`src/rtl/vedic_mul_pipe.sv`:
```
// Pipelined Urdhva-Tiryagbhyam multiplier.
// Three elastic stages: sign-corrected magnitudes, half-width vertical/crosswise
// partial products, then recombination with optional negation. Each stage loads when it is
// empty or when the stage after it is loading in the same cycle.

module vedic_mul_pipe #(
  parameter int unsigned WIDTH = 8,
  parameter int unsigned TAG_W = 4
) (
  input  logic                 clk,
  input  logic                 rst_n,
  input  logic                 in_valid,
  output logic                 in_ready,
  input  logic [WIDTH-1:0]     in_a,
  input  logic [WIDTH-1:0]     in_b,
  input  logic                 in_signed,
  input  logic [TAG_W-1:0]     in_tag,
  output logic                 out_valid,
  input  logic                 out_ready,
  output logic [2*WIDTH-1:0]   out_p,
  output logic [TAG_W-1:0]     out_tag,
  output logic                 busy
);

  localparam int unsigned H  = WIDTH / 2;
  localparam int unsigned PW = 2 * WIDTH + 1;

  // Stage 1: magnitudes, result sign, tag
  logic               s1_valid_q;
  logic [WIDTH-1:0]   s1_mag_a_q, s1_mag_b_q;
  logic               s1_neg_q;
  logic [TAG_W-1:0]   s1_tag_q;

  // Stage 2: four half-width partial products
  logic               s2_valid_q;
  logic [WIDTH-1:0]   s2_pp_ll_q, s2_pp_hl_q, s2_pp_lh_q, s2_pp_hh_q;
  logic               s2_neg_q;
  logic [TAG_W-1:0]   s2_tag_q;

  // Stage 3: final product
  logic               s3_valid_q;
  logic [2*WIDTH-1:0] s3_p_q;
  logic [TAG_W-1:0]   s3_tag_q;

  logic               s1_load, s2_load, s3_load;

  logic [WIDTH-1:0]   mag_a_d, mag_b_d;
  logic               neg_d;

  logic [H-1:0]       a_lo, a_hi, b_lo, b_hi;
  logic [WIDTH-1:0]   pp_ll_d, pp_hl_d, pp_lh_d, pp_hh_d;

  logic [PW-1:0]      sum_p;
  logic [PW-1:0]      signed_p;
  logic [2*WIDTH-1:0] p_d;

  // Load enables ripple back from the output; out_ready reaches in_ready combinationally.
  always_comb begin
    s3_load = !s3_valid_q || out_ready;
    s2_load = !s2_valid_q || s3_load;
    s1_load = !s1_valid_q || s2_load;
  end

  assign in_ready  = s1_load;
  assign out_valid = s3_valid_q;
  assign out_p     = s3_p_q;
  assign out_tag   = s3_tag_q;
  assign busy      = s1_valid_q | s2_valid_q | s3_valid_q;

  // Sign correction: the magnitude of the most negative value still fits in WIDTH unsigned bits.
  always_comb begin
    mag_a_d = (in_signed && in_a[WIDTH-1]) ? -in_a : in_a;
    mag_b_d = (in_signed && in_b[WIDTH-1]) ? -in_b : in_b;
    neg_d   = in_signed & (in_a[WIDTH-1] ^ in_b[WIDTH-1]);
  end

  // Stage 1 register: capture operands only on an accepting edge
  always_ff @(posedge clk or negedge rst_n) begin
    if (!rst_n) begin
      s1_valid_q <= 1'b0;
      s1_mag_a_q <= '0;
      s1_mag_b_q <= '0;
      s1_neg_q   <= 1'b0;
      s1_tag_q   <= '0;
    end else if (s1_load) begin
      s1_valid_q <= in_valid;
      if (in_valid) begin
        s1_mag_a_q <= mag_a_d;
        s1_mag_b_q <= mag_b_d;
        s1_neg_q   <= neg_d;
        s1_tag_q   <= in_tag;
      end
    end
  end

  // Vertical (lo*lo, hi*hi) and crosswise (hi*lo, lo*hi) half-width products
  always_comb begin
    a_lo    = s1_mag_a_q[H-1:0];
    a_hi    = s1_mag_a_q[WIDTH-1:H];
    b_lo    = s1_mag_b_q[H-1:0];
    b_hi    = s1_mag_b_q[WIDTH-1:H];
    pp_ll_d = WIDTH'(a_lo) * WIDTH'(b_lo);
    pp_hl_d = WIDTH'(a_hi) * WIDTH'(b_lo);
    pp_lh_d = WIDTH'(a_lo) * WIDTH'(b_hi);
    pp_hh_d = WIDTH'(a_hi) * WIDTH'(b_hi);
  end

  // Stage 2 register: partial products travel with sign and tag
  always_ff @(posedge clk or negedge rst_n) begin
    if (!rst_n) begin
      s2_valid_q <= 1'b0;
      s2_pp_ll_q <= '0;
      s2_pp_hl_q <= '0;
      s2_pp_lh_q <= '0;
      s2_pp_hh_q <= '0;
      s2_neg_q   <= 1'b0;
      s2_tag_q   <= '0;
    end else if (s2_load) begin
      s2_valid_q <= s1_valid_q;
      if (s1_valid_q) begin
        s2_pp_ll_q <= pp_ll_d;
        s2_pp_hl_q <= pp_hl_d;
        s2_pp_lh_q <= pp_lh_d;
        s2_pp_hh_q <= pp_hh_d;
        s2_neg_q   <= s1_neg_q;
        s2_tag_q   <= s1_tag_q;
      end
    end
  end

  // Recombine at 2*WIDTH+1 bits so the cross-term sum cannot wrap, then apply the sign
  always_comb begin
    sum_p    = (PW'(s2_pp_hh_q) << WIDTH)
             + (PW'(s2_pp_hl_q) << H)
             + (PW'(s2_pp_lh_q) << H)
             + PW'(s2_pp_ll_q);
    signed_p = s2_neg_q ? -sum_p : sum_p;
    p_d      = signed_p[2*WIDTH-1:0];
  end

  // Stage 3 register: holds the product stable while the consumer stalls
  always_ff @(posedge clk or negedge rst_n) begin
    if (!rst_n) begin
      s3_valid_q <= 1'b0;
      s3_p_q     <= '0;
      s3_tag_q   <= '0;
    end else if (s3_load) begin
      s3_valid_q <= s2_valid_q;
      if (s2_valid_q) begin
        s3_p_q   <= p_d;
        s3_tag_q <= s2_tag_q;
      end
    end
  end

endmodule

```
`config.mk`:
```
export PLATFORM = sky130hd
export DESIGN_NAME = vedic_mul_pipe
export DESIGN_NICKNAME = d
export VERILOG_FILES = /design/src/rtl/vedic_mul_pipe.sv
export SDC_FILE = /design/constraint.sdc
export NUM_CORES = 1
export LEC_CHECK = 0
export CAP_MARGIN = 10
export CORE_MARGIN = 2
export CORE_UTILIZATION = 59
export CTS_CLUSTER_SIZE = 10
export DETAILED_ROUTE_END_ITERATION = 6
export GPL_TIMING_DRIVEN = 0
export PLACE_DENSITY = 0.93
export SYNTH_ARGS = -nofsm -noshare
export SYNTH_HDL_FRONTEND = slang
export SYNTH_SLANG_ARGS = --single-unit
export TNS_END_PERCENT = 5
```
`constraint.sdc`:
```
create_clock -name clk -period 4 [get_ports clk]
set_input_delay 0.8 -clock clk [delete_from_list [all_inputs] [get_ports clk]]
set_output_delay 0.8 -clock clk [all_outputs]
set_load 0.02 [all_outputs]
```
==> impl_metrics.env, run 1 <==
export IMPL_status="finished, final reports clean"
export IMPL_globalRoute_totalOverflow=0
export IMPL_routed_via_density=5.54
export IMPL_timing_fmax_mhz=289
export IMPL_placed_cell_area_um2=6600
export IMPL_cts_repair_timing_setup_buffer_count=0
export IMPL_routabilityCongestion=0.828
export IMPL_antenna_found_initial=0
export IMPL_critical_path_peak_fanout=9
export IMPL_drt_wirelength_per_cell_um=15.4
export IMPL_leakagePower_nw=3.20
export IMPL_p_total_mw=4.43
export IMPL_ir_drop_uv=391
export IMPL_tritoncts="done"
export IMPL_synth_distinct_cells=57
export IMPL_crit_path_start_kind="flip-flop"
export IMPL_unrepaired_setup_endpoints_after_global_routing="no"
export IMPL_core_region_area_um2=9770
export IMPL_drt_first_iter_violations=150
export IMPL_portBuffers=46
export IMPL_synth_warning_count=0
export IMPL_dr_total_vias=4467
export IMPL_rows=36
export IMPL_cp_required_ps=4240
export IMPL_min_path_type="in2async"
export IMPL_grt_use_total_pct=23.9
export IMPL_top_level_ports=48
export IMPL_worst_pin_slew_ps=614
export IMPL_slew_headroom_pct=59.0
export IMPL_nets=778
export IMPL_layout_worst_path_cycle_share_pct=86.4
export IMPL_multi_input_comb_area_um2=3670
export IMPL_clkLatencyLatePin_ps=370
export IMPL_final_layout_size_suffix_gt1_share_pct=9.20
export IMPL_setup_tns_ps=0
export IMPL_layout_area_overhead_vs_synth_pct=14.0
export IMPL_seq_area_frac_synth_pct=34.1
export IMPL_async_flop_share_pct=100
export IMPL_initial_utilization_pct=60.9
export IMPL_floorplan_die_area_um2=10900
export IMPL_drc=0
export IMPL_clk_pin_slew_worst_paths_ps=90
export IMPL_cts_hold_fix_buffers=0
export IMPL_ff_latch_area_um2=2030
export IMPL_cts_max_path_buffers=2
export IMPL_postSynthAreaPerCell_um2=9.74
export IMPL_layout_common_cells="nand2_1, dfrtp_1, ha_1"
export IMPL_timing_clock_skew_ps=10.7
export IMPL_worstSetupEndpointType="flip-flop"
export IMPL_drt_first_pass_iters=7
export IMPL_post_route_cell_area_um2=6780
export IMPL_layout_cells_most_common="nand2_1"
export IMPL_grt_pass1_wl_um=21200
export IMPL_grt_start_max_net_pins=66
export IMPL_netlist_instances=611
export IMPL_netlist_area_before_placement_um2=5950
export IMPL_powerDensity_nw_per_um2=653
export IMPL_hold_viol_final=0
export IMPL_ctsResizeCount=0
export IMPL_arrival_ps=3700
export IMPL_antennaDiodeCount=0
export IMPL_synth_top_flop_cell="dfrtp_1"
export IMPL_final_min_clock_period_ps=3460
export IMPL_root_buffer="clkbuf_8"
export IMPL_finalCoreUtilization_pct=69.4
export IMPL_setup_viol=0
export IMPL_die_h_um=104
export IMPL_critPathKind="reg2reg"
export IMPL_cap_viol_max_count=0
export IMPL_slew_violations=0
export IMPL_clock_sink_count=81
export IMPL_via_count_of_the_first_global_routing_pass=4692
export IMPL_synth_seq_cells=81
export IMPL_synth_edff_count=0
export IMPL_h_tree_depth=3
export IMPL_finalWirelength_um=12400
export IMPL_die_width_um=104
export IMPL_syn_num_nets=720
export IMPL_remaining_antenna_violation_count_after_routing=0
export IMPL_dpl_hpwl_um=9530
export IMPL_filler_cell_count=720
export IMPL_cts_buffers_inserted=9
==> where the power goes <==
part,total (mW),switching (mW),internal [mW]
clock,0.575,0.329,0.246
sequential,1.26,0.192,1.07
combinational,2.60,1.41,1.19
==> final timing paths <==
| path | start | end | slack [ps] | cells past startpoint |
|---|---|---|---|---|
| max | s1_mag_a_q[0] | s2_pp_ll_q[7] | 540 | 12 |
| min | rst_n | out_p[14] | 280 | 1 |
| max reg2reg | s1_mag_a_q[0] | s2_pp_ll_q[7] | 540 | 12 |
| min reg2reg | out_p[8] | out_p[8] | 480 | 2 |
| max in group asynchronous | rst_n | s2_pp_ll_q[1] | 3150 | 2 |
| min in group clk | out_p[8] | out_p[8] | 480 | 2 |
==> logic make-up (layout without fill, tap and decap cells) <==
family | Yosys count | in the layout | synth area share, %
flops | 81 | 81 | 34.1
xor+xnor | 48 | 48 | 7.70
simple gates | 200 | 200 | 16.5
buf+inv | 64 | 127 | 4.18
mux | 29 | 29 | 5.40
compound gates | 105 | 105 | 11.4
fa+ha+maj | 84 | 84 | 20.8
==> registers in the layout (all words and copies together), names as in the netlist <==
register and flops:
s2_valid_q 1, s1_tag_q 4, s2_tag_q 4, s2_pp_ll_q 8
s1_neg_q 1, s1_mag_b_q 8, s2_neg_q 1, out_tag 4
s1_valid_q 1, s2_pp_hh_q 8, out_valid 1, out_p 16
s1_mag_a_q 8, s2_pp_lh_q 8, s2_pp_hl_q 8
==> metrics by stage <==
step	hold WS [ps]	setup slack [ps]	std cells
finish	278	543	807
detailed placement	470	562	791
global placement	461	-427	790
floorplan	446	1020	611
global route	290	338	807
CTS	283	533	807
==> metal layers <==
metal / share of wire (%) / global-route usage [%]
met1: 40 / 27.4
met2: 55 / 44.4
met4: 1.8 / 9.75
met5: 0 / 0
met3: 3.5 / 3.38
==> area by class of cell <==
cell class | count | area share [%]
inverter | 37 | 2.05
clock buffer | 11 | 2.08
timing repair buffer | 47 | 7.16
clock inverter | 5 | 0.590
sequential | 81 | 29.9
tap | 133 | 2.45
buffer | 27 | 1.62
multi-input combinational | 466 | 54.2
==> synthesized netlist by cell type, drive strengths merged, types with 9 or more instances <==
| cell | instances | share of area [%] |
|---|---|---|
| nor2 | 23 | 1.5 |
| a21oi | 16 | 1.3 |
| o21ai | 59 | 5.0 |
| xnor2 | 25 | 4.3 |
| nand2 | 102 | 6.4 |
| mux2 | 25 | 4.7 |
| ha | 59 | 12 |
| fa | 25 | 8.4 |
| dfrtp | 81 | 34 |
| and2 | 35 | 3.7 |
| clkbuf | 23 | 1.5 |
| nand3 | 9 | 0.84 |
| inv | 37 | 2.3 |
| xor2 | 23 | 3.4 |
==> critical path, stage by stage, from the launching register on <==
cell,delay (ps)
dfrtp_1,330
clkbuf_1,360
nand2_1,170
fa_1,540
fa_1,540
inv_1,70
ha_1,290
a21o_1,170
a21oi_1,240
o21bai_1,90
a21oi_1,180
xor2_1,260
o21ai_0,110
(Power assumes the default switching activity.)
==> inputs of run 2 (changes only) <==
--- a/config.mk
+++ b/config.mk
@@ -6,7 +6,7 @@
 export NUM_CORES = 1
 export LEC_CHECK = 0
 export CAP_MARGIN = 10
-export CORE_MARGIN = 2
+export CORE_MARGIN = 5
 export CORE_UTILIZATION = 59
 export CTS_CLUSTER_SIZE = 10
 export DETAILED_ROUTE_END_ITERATION = 6
==> run 2 against run 1 <==
Largest power group unchanged. Cell count is the same. Maximum frequency shrank 3.1%. Critical path depth is the same. First-iteration DRC count grew 20%. Worst setup slack lost 110 ps. Cell area grew 0.33%. Flip-flop and latch count is the same.
==> impl_metrics.env, run 2 (synthesized netlist as in run 1, its figures left out) <==
export IMPL_ff_latch_area_um2=2030
export IMPL_top_level_ports=48
export IMPL_clock_sink_count=81
export IMPL_slew_headroom_pct=62.3
export IMPL_filler_cell_count=729
export IMPL_core_region_area_um2=9820
export IMPL_root_buffer="clkbuf_8"
export IMPL_initial_utilization_pct=60.6
export IMPL_finalWirelength_um=12300
export IMPL_via_count_of_the_first_global_routing_pass=4792
export IMPL_dp_slack_ps=549
export IMPL_critical_path_peak_fanout=9
export IMPL_dp_cells=791
export IMPL_powerDensity_nw_per_um2=658
export IMPL_portBuffers=46
export IMPL_crit_path_start_kind="flip-flop"
export IMPL_worstReg2RegStart="s1_mag_a_q[4]"
export IMPL_timing_fmax_mhz=280
export IMPL_hold_viol_final=0
export IMPL_hold_slack_ps=315
export IMPL_remaining_antenna_violation_count_after_routing=0
export IMPL_unrepaired_setup_endpoints_after_global_routing="no"
export IMPL_antenna_found_initial=0
export IMPL_die_h_um=110
export IMPL_finalWorstSetupSlack_ps=431
export IMPL_critical_path_slowest_cell="fa_1"
export IMPL_post_route_cell_area_um2=6810
export IMPL_routabilityCongestion=0.816
export IMPL_timing_critical_path_cells="clkbuf_1 > nand2_1 > fa_1 > fa_1 > inv_1 > ha_1 > a21o_1 > a21oi_1 > o21bai_1 > a21oi_1 > xor2_1 > o21ai_0"
export IMPL_clkLatencyLatePin_ps=360
export IMPL_drc=0
export IMPL_arrival_ps=3800
export IMPL_setup_viol=0
export IMPL_grt_pass1_wl_um=21900
export IMPL_final_layout_size_suffix_gt1_share_pct=9.20
export IMPL_globalRoute_totalOverflow=0
export IMPL_final_min_clock_period_ps=3570
export IMPL_cts_hold_fix_buffers=0
export IMPL_rows=36
export IMPL_dpl_hpwl_um=9790
export IMPL_drt_first_pass_iters=5
export IMPL_layout_cells_most_common="nand2_1"
export IMPL_clk_pin_slew_worst_paths_ps=90
export IMPL_finish_cell_count_without_fillers=807
export IMPL_setup_tns_ps=0
export IMPL_nets=778
export IMPL_worst_pin_slew_ps=565
export IMPL_die_width_um=110
export IMPL_ctsResizeCount=0
export IMPL_leakagePower_nw=3.22
export IMPL_layout_common_cells="nand2_1, dfrtp_1, ha_1"
export IMPL_h_tree_depth=3
export IMPL_tritoncts="done"
export IMPL_cap_viol_max_count=0
export IMPL_timing_critical_path_from="s1_mag_a_q[4]"
export IMPL_drt_wirelength_per_cell_um=15.2
export IMPL_p_total_mw=4.48
export IMPL_finalCoreUtilization_pct=69.3
export IMPL_status="finished, final reports clean"
export IMPL_grt_use_total_pct=21.3
export IMPL_cp_required_ps=4230
export IMPL_cts_buffers_inserted=9
export IMPL_cts_max_path_buffers=2
export IMPL_drt_first_iter_violations=180
export IMPL_worstSetupEndpointType="flip-flop"
export IMPL_slew_violations=0
export IMPL_dr_total_vias=4474
export IMPL_grt_start_max_net_pins=63
export IMPL_antennaDiodeCount=0
export IMPL_timing_critical_path_slowest_cell_delay_ps=540
export IMPL_placed_cell_area_um2=6600
export IMPL_layout_area_overhead_vs_synth_pct=14.4
export IMPL_ir_drop_uv=404
export IMPL_critPathKind="reg2reg"
export IMPL_min_path_type="in2async"
export IMPL_layout_worst_path_cycle_share_pct=89.2
export IMPL_largest_register_ffs=16
export IMPL_timing_clock_skew_ps=8.89
export IMPL_floorplan_die_area_um2=12200
export IMPL_routed_via_density=5.54
export IMPL_multi_input_comb_area_um2=3670
export IMPL_cts_repair_timing_setup_buffer_count=0
## run 2: cell types whose count changed in the layout (fill, tap and decap cells not counted)
cell | before | now
bufinv_16 | 0 | 1
clkinv_4 | 1 | 0
clkinvlp_4 | 3 | 2
inv_6 | 1 | 2
## run 2: worst max-delay path, delay by kind of cell, from the launching register on
family                     cells  cell delay (ps)
adders and majority gates      3             1360
AOI/OAI and AO/OA              5              840
buffers and inverters          2              460
DFF                            1              340
xor gates and xnor gates       1              270
and+or+nand+nor                1              170
## run 2: per-layer routing
metal / track usage, % / part of all wire, %
met1: 25.2 / 41
met2: 38.7 / 53
met3: 4.10 / 4.0
met4: 6.90 / 1.9
met5: 0 / 0
## run 2: cell type report
cell class	count	area share [%]
well taps	133	2.45
multi-input cells	466	54.0
clock inverters	5	0.919
flip-flops and latches	81	29.8
inverters	37	2.04
repair buffers	47	7.13
plain buffers	27	1.62
clock buffers	11	2.08
## run 2: path summary, 6_finish.rpt
kind	depth (start not counted)	end	slack, ps
hold / removal	1	out_p[15]	320
hold reg to reg	2	out_p[8]	480
setup / recovery	12	s2_pp_hl_q[7]	430
max in group asynchronous	2	s1_mag_b_q[2]	3110
min in group clk	2	out_p[8]	480
setup reg to reg	12	s2_pp_hl_q[7]	430
## run 2: power breakdown
part	internal [mW]	total [mW]	switching (mW)
clock	0.310	0.626	0.316
combinational	1.19	2.60	1.41
sequential	1.07	1.25	0.187
